$ cat config.mk
export PLATFORM = sky130hd
export DESIGN_NAME = mem_ctrl
export DESIGN_NICKNAME = d
export VERILOG_FILES = /design/src/rtl/mem_ctrl.sv
export SDC_FILE = /design/constraint.sdc
export NUM_CORES = 1
export LEC_CHECK = 0
export CORE_MARGIN = 2
export CORE_UTILIZATION = 55
export CTS_BUF_LIST = sky130_fd_sc_hd__clkbuf_8
export CTS_CLUSTER_SIZE = 12
export DETAILED_ROUTE_END_ITERATION = 10
export GPL_ROUTABILITY_DRIVEN = 0
export PLACE_DENSITY = 0.85
export SYNTH_ARGS = -nofsm -noshare
export SYNTH_HDL_FRONTEND = slang
export SYNTH_SLANG_ARGS = --single-unit
$ cat constraint.sdc
create_clock -name clk -period 5.9 [get_ports clk]
set_input_delay 1.77 -clock clk [delete_from_list [all_inputs] [get_ports clk]]
set_output_delay 1.77 -clock clk [all_outputs]
set_load 0.01 [all_outputs]
$ cat src/rtl/mem_ctrl.sv
// Byte-serial RAM controller for the IF and MEM request ports. MEM has priority.
// Each transfer is split into little-endian byte accesses, and every output is registered.
module mem_ctrl (
  input  logic        clk,
  input  logic        rst,
  input  logic        if_enable_in,
  input  logic [31:0] if_addr_in,
  output logic        if_enable_out,
  output logic [31:0] if_data_out,
  output logic        if_busy_out,
  input  logic        mem_enable_in,
  input  logic        mem_rw_in,
  input  logic [31:0] mem_addr_in,
  input  logic [31:0] mem_data_in,
  input  logic [2:0]  mem_len_in,
  output logic        mem_enable_out,
  output logic [31:0] mem_data_out,
  output logic        mem_busy_out,
  input  logic [7:0]  ram_din,
  output logic [7:0]  ram_dout,
  output logic [31:0] ram_a,
  output logic        ram_wr
);

  typedef enum logic [1:0] {S_IDLE, S_RD, S_WR, S_DONE} state_t;

  state_t      state_q, state_d;
  logic [2:0]  cnt_q, cnt_d;
  logic [2:0]  n_q, n_d;
  logic        own_mem_q, own_mem_d;
  logic [31:0] addr_q, addr_d;
  logic [31:0] data_q, data_d;
  logic [23:0] word_q, word_d;

  logic [31:0] ram_a_q, ram_a_d;
  logic [7:0]  ram_dout_q, ram_dout_d;
  logic        ram_wr_q, ram_wr_d;
  logic        if_en_q, if_en_d;
  logic [31:0] if_data_q, if_data_d;
  logic        if_busy_q, if_busy_d;
  logic        mem_en_q, mem_en_d;
  logic [31:0] mem_data_q, mem_data_d;
  logic        mem_busy_q, mem_busy_d;

  logic [2:0]  wr_len;
  logic [2:0]  rd_off;
  logic [7:0]  wr_byte;

  // Lengths other than 0, 1 and 2 are treated as a full word.
  always_comb begin
    case (mem_len_in)
      3'd0:    wr_len = 3'd0;
      3'd1:    wr_len = 3'd1;
      3'd2:    wr_len = 3'd2;
      default: wr_len = 3'd4;
    endcase
  end

  // The last read address is held for one extra cycle while the final byte is captured.
  assign rd_off = (cnt_q == 3'd3) ? 3'd3 : cnt_q + 3'd1;

  always_comb begin
    case (cnt_q)
      3'd0:    wr_byte = data_q[15:8];
      3'd1:    wr_byte = data_q[23:16];
      default: wr_byte = data_q[31:24];
    endcase
  end

  always_comb begin
    state_d    = state_q;
    cnt_d      = cnt_q;
    n_d        = n_q;
    own_mem_d  = own_mem_q;
    addr_d     = addr_q;
    data_d     = data_q;
    word_d     = word_q;
    ram_a_d    = '0;
    ram_dout_d = '0;
    ram_wr_d   = 1'b0;
    if_en_d    = 1'b0;
    if_data_d  = '0;
    if_busy_d  = 1'b0;
    mem_en_d   = 1'b0;
    mem_data_d = '0;
    mem_busy_d = 1'b0;
    case (state_q)
      S_IDLE: begin
        cnt_d  = '0;
        word_d = '0;
        if (mem_enable_in) begin
          own_mem_d = 1'b1;
          addr_d    = mem_addr_in;
          data_d    = mem_data_in;
          n_d       = wr_len;
          if (!mem_rw_in) begin
            state_d    = S_RD;
            ram_a_d    = mem_addr_in;
            mem_busy_d = 1'b1;
          end else if (wr_len == 3'd0) begin
            state_d  = S_DONE;
            mem_en_d = 1'b1;
          end else begin
            state_d    = S_WR;
            ram_a_d    = mem_addr_in;
            ram_dout_d = mem_data_in[7:0];
            ram_wr_d   = 1'b1;
            mem_busy_d = 1'b1;
          end
        end else if (if_enable_in) begin
          own_mem_d = 1'b0;
          addr_d    = if_addr_in;
          state_d   = S_RD;
          ram_a_d   = if_addr_in;
          if_busy_d = 1'b1;
        end
      end
      S_RD: begin
        case (cnt_q)
          3'd1:    word_d[7:0]   = ram_din;
          3'd2:    word_d[15:8]  = ram_din;
          3'd3:    word_d[23:16] = ram_din;
          default: word_d        = word_q;
        endcase
        if (cnt_q == 3'd4) begin
          state_d = S_DONE;
          if (own_mem_q) begin
            mem_en_d   = 1'b1;
            mem_data_d = {ram_din, word_q};
          end else begin
            if_en_d   = 1'b1;
            if_data_d = {ram_din, word_q};
          end
        end else begin
          cnt_d      = cnt_q + 3'd1;
          ram_a_d    = addr_q + {29'b0, rd_off};
          mem_busy_d = own_mem_q;
          if_busy_d  = !own_mem_q;
        end
      end
      S_WR: begin
        if (cnt_q + 3'd1 < n_q) begin
          cnt_d      = cnt_q + 3'd1;
          ram_a_d    = addr_q + {29'b0, cnt_d};
          ram_dout_d = wr_byte;
          ram_wr_d   = 1'b1;
          mem_busy_d = 1'b1;
        end else begin
          state_d  = S_DONE;
          mem_en_d = 1'b1;
        end
      end
      default: state_d = S_IDLE;
    endcase
  end

  always_ff @(posedge clk) begin
    if (rst) begin
      state_q    <= S_IDLE;
      cnt_q      <= '0;
      n_q        <= '0;
      own_mem_q  <= 1'b0;
      addr_q     <= '0;
      data_q     <= '0;
      word_q     <= '0;
      ram_a_q    <= '0;
      ram_dout_q <= '0;
      ram_wr_q   <= 1'b0;
      if_en_q    <= 1'b0;
      if_data_q  <= '0;
      if_busy_q  <= 1'b0;
      mem_en_q   <= 1'b0;
      mem_data_q <= '0;
      mem_busy_q <= 1'b0;
    end else begin
      state_q    <= state_d;
      cnt_q      <= cnt_d;
      n_q        <= n_d;
      own_mem_q  <= own_mem_d;
      addr_q     <= addr_d;
      data_q     <= data_d;
      word_q     <= word_d;
      ram_a_q    <= ram_a_d;
      ram_dout_q <= ram_dout_d;
      ram_wr_q   <= ram_wr_d;
      if_en_q    <= if_en_d;
      if_data_q  <= if_data_d;
      if_busy_q  <= if_busy_d;
      mem_en_q   <= mem_en_d;
      mem_data_q <= mem_data_d;
      mem_busy_q <= mem_busy_d;
    end
  end

  assign ram_a          = ram_a_q;
  assign ram_dout       = ram_dout_q;
  assign ram_wr         = ram_wr_q;
  assign if_enable_out  = if_en_q;
  assign if_data_out    = if_data_q;
  assign if_busy_out    = if_busy_q;
  assign mem_enable_out = mem_en_q;
  assign mem_data_out   = mem_data_q;
  assign mem_busy_out   = mem_busy_q;

endmodule

; Word-level counts from Yosys, hierarchy flattened
; Cells that the tools add are included.
[classes]
n_mux = 54
eq_ne = 16
div = 0
n_addsub = 3
n_mul = 0
n_bitwise = 3
n_shift = 0
reduce_logical = 18
magnitude_cmp = 1
[ops]
columns = cell, count
row1 = two-way mux 32 bit, 8
row2 = one-hot mux 32 bit (3 select lines), 1
row3 = adder 32 x 3 -> 32 bit, 2
row4 = two-way mux 8 bit, 7
row5 = one-hot mux 24 bit (2 select lines), 1
row6 = one-hot mux 8 bit (2 select lines), 2
row7 = two-way mux 1 bit, 20
row8 = one-hot mux 3 bit (3 select lines), 2
row9 = two-way mux 2 bit, 5
row10 = "!= test 2 bit, second input constant", 5
row11 = AND reduction 2 bit, 5
row12 = "== test 3 x 2 -> 1 bit, second input constant", 3
row13 = logical NOT 3 bit, 3
row14 = two-way mux 3 bit, 3
row15 = OR reduction 4 bit, 2
row16 = "== test 3 x 1 -> 1 bit, second input constant", 2
row17 = one-hot mux 1 bit (3 select lines), 2
row18 = one-hot mux 2 bit (3 select lines), 1
row19 = AND reduction 3 bit, 2
row20 = "!= test 2 x 1 -> 1 bit, second input constant", 2
row21 = one-hot mux 1 bit (2 select lines), 2
row22 = nonzero test 2 bit, 2
row23 = "adder 3 x 1 -> 3 bit, second input constant", 1
row24 = "== test 3 bit, second input constant", 1
row25 = 9 further kinds, 11
[word_totals]
input_bits = 112
wordCells = 113
output_inout_bits = 109
memories = 0
mem_bits_rw = 0
latchBits = 0
mem_bits_ro = 0
regBits = 206

; Logic depth before layout (Yosys ltp)
[logic_depth]
word_depth = 7
ltp_mapped = 11
ltp_nobuf = 11

; Least setup slack after synthesis
; Ideal clock, no wire load.
[synth_path]
path_type = input-to-reg
from = input port mem_len_in[2]
to = register ram_a_q[27] (netlist: ram_a[27])
stages = 6
setup_ns = 0.132
t_arrival_ns = 2.941
n_path_buf = 2
setup_slack_ns = 2.826
required_time_ns = 5.768
cell_sequence = nor3_1 > a21oi_1 > buf_2 > clkbuf_1 > a222oi_1 > a21oi_1
[synth_via]
elab_chain_len = 7
elab_cells_between_ends = 9
cone_classes = 2 x eq/ne / 5 x mux / 2 x reduce/logical
[synth_rtl]
columns = item, line
row1 = start: declaration, 15  ; input logic [2:0] mem_len_in,
row2 = == test 3 x 2 -> 1 bit (tied with other cells), 51  ; case (mem_len_in)
row3 = one-hot mux 3 bit (3 select lines) *, 51
row4 = logical NOT 3 bit *, 100  ; end else if (wr_len == 3'd0) begin
row5 = two-way mux 32 bit *, 100
row6 = two-way mux 32 bit *, 96  ; if (!mem_rw_in) begin
row7 = two-way mux 32 bit *, 91  ; if (mem_enable_in) begin
row8 = one-hot mux 32 bit (3 select lines) *, 87  ; case (state_q)
row9 = end signal: assignment, 183  ; ram_a_q <= ram_a_d;
row10 = end: declaration, 35  ; logic [31:0] ram_a_q, ram_a_d;
; Every way passes the cells marked *; elsewhere a longest branch is shown, timed or not.
; A chain may end at the register's enable or synchronous reset.

; Worst setup path after layout
[layout_path]
from = input port mem_enable_in
to = register ram_a_q[31] (netlist: ram_a[31])
[layout_via]
elab_chain_len = 2
[layout_rtl]
columns = item, line
row1 = start: declaration, 11  ; input logic mem_enable_in,
row2 = two-way mux 32 bit, 91
row3 = one-hot mux 32 bit (3 select lines), 87
; Every way passes these cells.

==> impl_metrics.py <==
metrics = {
    "sta": {
        "fin_crit_sh_pct": 67.1,
        "setup_viol": 0,
        "setup_tns_ns": 0,
        "hold_viol_final": 0,
        "max_freq_mhz": 253,
        "worst_pin_slew_ns": 0.978,
        "max_slew_margin_pct": 34.5,
        "grt_setup_unrepaired": "false",
        "slew_viol_final": 0,
        "fin_skew_ns": 0.0215,
        "whs_ns": 0.464,
        "final.min_clock_period_ns": 3.96,
    },
    "clock_network": {
        "post_cts_resized": 0,
        "htree_levels": 4,
        "cts_tree": "done",
        "cts_hold_buf": 0,
        "cts_buffers": 17,
        "post_cts_buffers": 0,
        "cts_sinks": 198,
        "clock_path_buffers": 2,
        "clk_pin_slew_ns": 0.11,
        "cts_root_buf": "clkbuf_8",
        "clk_latency_ns": 0.50,
    },
    "floorplanning": {
        "die_area_sq_um": 17000,
        "die_y_microns": 130,
        "core_area_sq_um": 15800,
        "start_util_pct": 55.7,
        "num_rows": 46,
        "io_pins": 221,
        "die_w_microns": 130,
    },
    "worst_setup_path": {
        "worstReg2RegStart": "cnt_q[0]",
        "rr_endpoint": "ram_a[18]",
        "r2r_setup_slack_ns": 2.72,
        "worstPathRequired_ns": 6.32,
        "reg2regPathDepth": 10,
        "cp_max_fo": 30,
        "path_class": "in -> reg",
        "critPathCaptureType": "register",
        "critical_path_arrival_ns": 4.38,
        "start_kind": "input port",
    },
    "global_route": {
        "antenna_found_initial": 0,
        "grt_usage_pct": 28.3,
        "grt-busiest-layer": "met2",
        "gr-total-overflow": 0,
        "grt_max_degree": 60,
        "grt_pass1_vias": 7585,
        "grtUsageMet2_pct": 45.7,
        "grt_pass1_wl_mm": 37.8,
        "grt_use_met1_pct": 37.7,
        "met3_usage_pct": 5.66,
    },
    "drt": {
        "wirelength_mm": 24.2,
        "drt_iter0_drc": 785,
        "drc_errors": 0,
        "drtAntennaViolNets": 0,
        "routed-via-count": 8020,
        "detail_route.wl_per_cell_microns": 17.4,
        "vias_per_cell": 5.76,
        "drtPass1Iterations": 6,
    },
    "pwr": {
        "seqPwrFrac_pct": 41.5,
        "netSwitchingPower_mw": 1.65,
        "powerDensity_nw_per_um2": 358,
        "power_mw": 4.11,
        "p_clk_share_pct": 23.0,
        "peakVddDrop_v": 0.000186,
        "internal_power_mw": 2.46,
        "pwr-share-comb_pct": 35.5,
        "p_leak_nw": 4.28,
        "switching_share_pct": 40.1,
    },
    "logic_synthesis": {
        "syn_inst": 990,
        "synthDistinctLibCells": 61,
        "synth-seq-cells": 198,
        "synthFlopType": "dfxtp_1",
        "syn-cell-area_sq_um": 8790,
        "synth-edff-count": 0,
        "yosys_warnings": 0,
        "synth_area_per_cell_sq_um": 8.88,
        "postSynth.asyncResetShare_pct": 0,
        "syn_nets": 1122,
        "yosysSeqAreaShare_pct": 45.1,
    },
    "hold_path": {
        "holdPathEnd": "n_q[1]",
        "hold_class": "reg -> reg",
        "min_from": "n_q[1]",
        "whs_path_depth": 2,
    },
    "finish": {
        "syn_to_final_growth_pct": 30.7,
        "finalNonFillerCells": 1392,
        "fillers": 1190,
        "num_antenna_cells": 0,
        "fin_nets": 1295,
        "drive_above_1_share_pct": 5.61,
        "seq_area_sq_um": 3960,
        "multi_input_area_sq_um": 4480,
    },
    "status": {
        "status": "completed",
    },
    "flow_run": {
        "maxCapViolCount": 0,
    },
    "place": {
        "numPortBuffers": 220,
        "place_hpwl_mm": 17.0,
        "dp_cells": 1360,
    },
}
==> kinds of logic (layout without fill, tap and decap cells) <==
kind of cell | count (synthesis) | after routing | synth area share [%]
adders and majority gates | 20 | 20 | 3.02
DFF | 198 | 198 | 45.1
muxes | 34 | 34 | 3.89
AOI/OAI and AO/OA | 216 | 216 | 17.1
buffers and inverters | 90 | 276 | 4.24
and+or+nand+nor | 382 | 382 | 21.7
xor gates and xnor gates | 50 | 50 | 4.98
==> critical path, cell delays in order <==
cell and delay (ns):
buf_2 0.33, nand2_1 0.66, a21oi_2 0.84, buf_4 0.36
a22oi_1 0.09, o21ai_0 0.09, a21oi_1 0.06, a21oi_1 0.15
==> how the worst max path moves through the flow <==
| stage | start | endpoint | slack [ns] | cells past startpoint |
|---|---|---|---|---|
| 3_3_place_gp | mem_enable_in | ram_a[31] | 1.47 | 8 |
| 2_1_floorplan | mem_len_in[2] | ram_a[27] | 2.83 | 6 |
| 6_report | mem_enable_in | ram_a[31] | 1.94 | 8 |
| 3_5_place_dp | mem_enable_in | ram_a[31] | 1.48 | 8 |
| 5_1_grt | mem_enable_in | ram_a[31] | 1.70 | 8 |
| 4_1_cts | mem_enable_in | ram_a[31] | 1.99 | 8 |
==> power by group through the flow <==
stage / clock network [mW] / registers (mW) / logic [mW]
floorplan: 0 / 1.67 / 1.01
global placement: 0 / 1.72 / 1.38
detailed placement: 0 / 1.73 / 1.42
CTS: 0.952 / 1.70 / 1.44
global route: 1.01 / 1.73 / 1.60
finish: 0.947 / 1.70 / 1.46
==> area by class of cell <==
cell class	instances	share of cell area [%]
multi-input combinational	702	39.0
sequential	198	34.5
timing repair buffer	231	19.8
tap	216	2.35
clock buffer	17	2.04
clock inverter	15	1.91
inverter	13	0.425
==> metrics by stage <==
stage	area, sq um	utilization, %	worst slack (ns)
floorplan	8790	-	2.83
global placement	11000	70.0	1.47
detailed placement	11000	70.0	1.48
CTS	11500	72.8	1.99
global route	11500	72.8	1.70
finish	11500	72.8	1.94
==> Yosys cell counts (22+ instances only) <==
library cell,count,share of area [%]
a22oi_1,22,1.9
clkbuf_1,50,2.1
and2_1,74,5.3
xnor2_1,31,3.1
nand2_1,121,5.2
a222oi_1,24,2.7
a21oi_1,93,5.3
nor2_1,88,3.8
nand3_1,36,2.1
dfxtp_1,198,45
a211oi_1,42,3.6
mux2i_1,33,3.8
==> registers in the layout, summed over array words and instances (netlist names), 2 cells and up <==
| signal | count |
|---|---|
| if_data_out | 32 |
| ram_a | 32 |
| cnt_q | 3 |
| word_q | 24 |
| ram_dout | 8 |
| n_q | 3 |
| state_q | 2 |
| data_q | 24 |
| mem_data_out | 32 |
| addr_q | 32 |
==> layer usage <==
metal | wire length, microns | share of wire [%] | up-vias
met5 | 0 | 0 | -
met4 | 545 | 2.3 | 0
met3 | 1800 | 7.4 | 51
met2 | 11500 | 47 | 370
met1 | 10400 | 43 | 3780
li1 | - | - | 3819
==> cells in the final DEF (no fill, tap or decap), types with 3 or more instances in the layout <==
master,instances
and3_1,3
buf_4,12
clkdlybuf4s50_1,218
nor2_1,87
xnor2_1,31
and2_1,74
nor3_1,10
mux2i_1,33
ha_1,18
xor2_1,19
clkinv_8,4
a21oi_1,92
a221oi_1,4
a31oi_1,3
nand3_1,36
nand4_1,17
nand4_2,3
inv_12,7
nand2_1,121
o21ai_0,6
inv_1,13
a22oi_1,22
a222oi_1,24
nand2b_1,3
clkbuf_8,17
a211oi_1,42
dfxtp_1,198
nor2b_1,3
Note: power is estimated with default switching activity, not from simulation.
==> RTL change (config.mk and constraints unchanged) <==
Re-encode `state_t` (4 states) as one-hot, 4 bits wide.
--- a/src/rtl/mem_ctrl.sv
+++ b/src/rtl/mem_ctrl.sv
@@ -23,5 +23,5 @@
 );
 
-  typedef enum logic [1:0] {S_IDLE, S_RD, S_WR, S_DONE} state_t;
+  typedef enum logic [3:0] {S_IDLE = 4'b0001, S_RD = 4'b0010, S_WR = 4'b0100, S_DONE = 4'b1000} state_t;
 
   state_t      state_q, state_d;
Check against the original RTL: same outputs for any inputs over 4 cycles, from zero or initial values and one cycle with rst high; so few cycles prove little.
==> RTL change against the unedited design <==
Sequential cell count is 2 higher; die area increased by 2.3%; worst setup slack better by 0.36 ns; routed wire length increased by 8.5%; cell area is 1.4% higher; area after synthesis is 2.4% higher.
Power is not compared: it rests on default switching activity, and its combinational part moved more than twofold at a synthesized area within 25%.
==> RTL change: results (changes against the unedited design) <==
post-DP HPWL: 18300 um (+7.8%)
R2R cell count: 9 (-1)
pre-CTS WS: 1.83 ns (+0.355 ns)
fillers: 1241 (+4.3%)
Worst Path Arrival: 3.95 ns (-0.43 ns)
Final min period: 3.60 ns (-0.357 ns)
vias in the first global route: 8157 (+7.5%)
met2 Track Usage GR: 47.9% (+2.2 points)
top post-synthesis cells by count: dfxtp_1 (200), nand2_1 (117), a21oi_1 (89)
initial DRC count: 874 (+11%)
CP Launch Point: mem_len_in[2]
Reg2Reg Setup Slack: 2.39 ns (-0.33 ns)
largest net degree at the start of global routing: 62 (+3.3%)
Wirelength per Cell: 18.3 um (+5.4%)
Seq/Total Area, Yosys: 44.5% (-0.61 points)
cells taking the most area after synthesis: dfxtp_1 (44%), and2_1 (5.1%), a21oi_1 (4.9%)
Worst Skew: 0.0130 ns (-0.00849 ns)
fraction of layout cells with a size suffix above 1: 5.18% (-0.44 points)
hold path endpoint: data_q[26]$_SDFFE_PP0P_
vias per inst: 6.03 (+4.6%)
status: complete, no violations
worst-path fanout max: 31 (+3.3%)
CP endpoint: ram_a[23]$_SDFF_PP0_
Pre-antenna DRT Iters: 7 (+1)
post-synth cell types: 64 (+4.9%)
Layout Nets: 1333 (+2.9%)
hold path start: data_q[26]$_SDFFE_PP0P_
grt met1 use: 39.5% (+1.8 points)
==> RTL change: per-stage QoR <==
stage	instances	cell area, um^2	hold slack [ns]	util, %
2_1_floorplan	1040	9000	0.427	-
3_3_place_gp	1402	11200	0.440	70.4
3_5_place_dp	1402	11200	0.447	70.4
4_1_cts	1433	11600	0.462	73.0
5_1_grt	1433	11600	0.477	73.0
6_report	1433	11600	0.462	73.0
==> RTL change: per-layer routing <==
layer	wire, um	part of all wire [%]	up-vias
met5	0	0	-
met4	822	3.1	0
met3	2220	8.5	65
met2	12300	47	426
met1	11000	42	4071
li1	-	-	4074
==> RTL change: area by class of cell <==
| type | instances | area [um^2] | area share [%] |
|---|---|---|---|
| Clock buffer | 17 | 234 | 2.01 |
| Clock inverter | 14 | 180 | 1.55 |
| Inverter | 12 | 45.0 | 0.387 |
| Multi-Input combinational cell | 742 | 4630 | 39.7 |
| Sequential cell | 200 | 4000 | 34.4 |
| Tap cell | 216 | 270 | 2.32 |
| Timing Repair Buffer | 232 | 2280 | 19.6 |
==> RTL change: kinds of logic after synthesis <==
kind of cell	after synthesis	synth area share (%)
muxes	34	3.78
buffers and inverters	98	4.42
AOI/OAI and AO/OA	281	20.8
xor gates and xnor gates	19	1.85
and+or+nand+nor	392	22.3
adders and majority gates	16	2.39
DFF	200	44.5
==> RTL change: where the power goes <==
part / internal [mW] / switching (mW)
clock: 0.360 / 0.539
combinational: 0.292 / 0.385
sequential: 1.44 / 0.120
==> RTL change: critical path, cell delays in order <==
cell	delay, ns
clkdlybuf4s50_1	0.49
nor4b_2	0.66
nor3_2	0.07
buf_4	0.30
a22o_1	0.29
nor4b_1	0.29
nor3_1	0.08
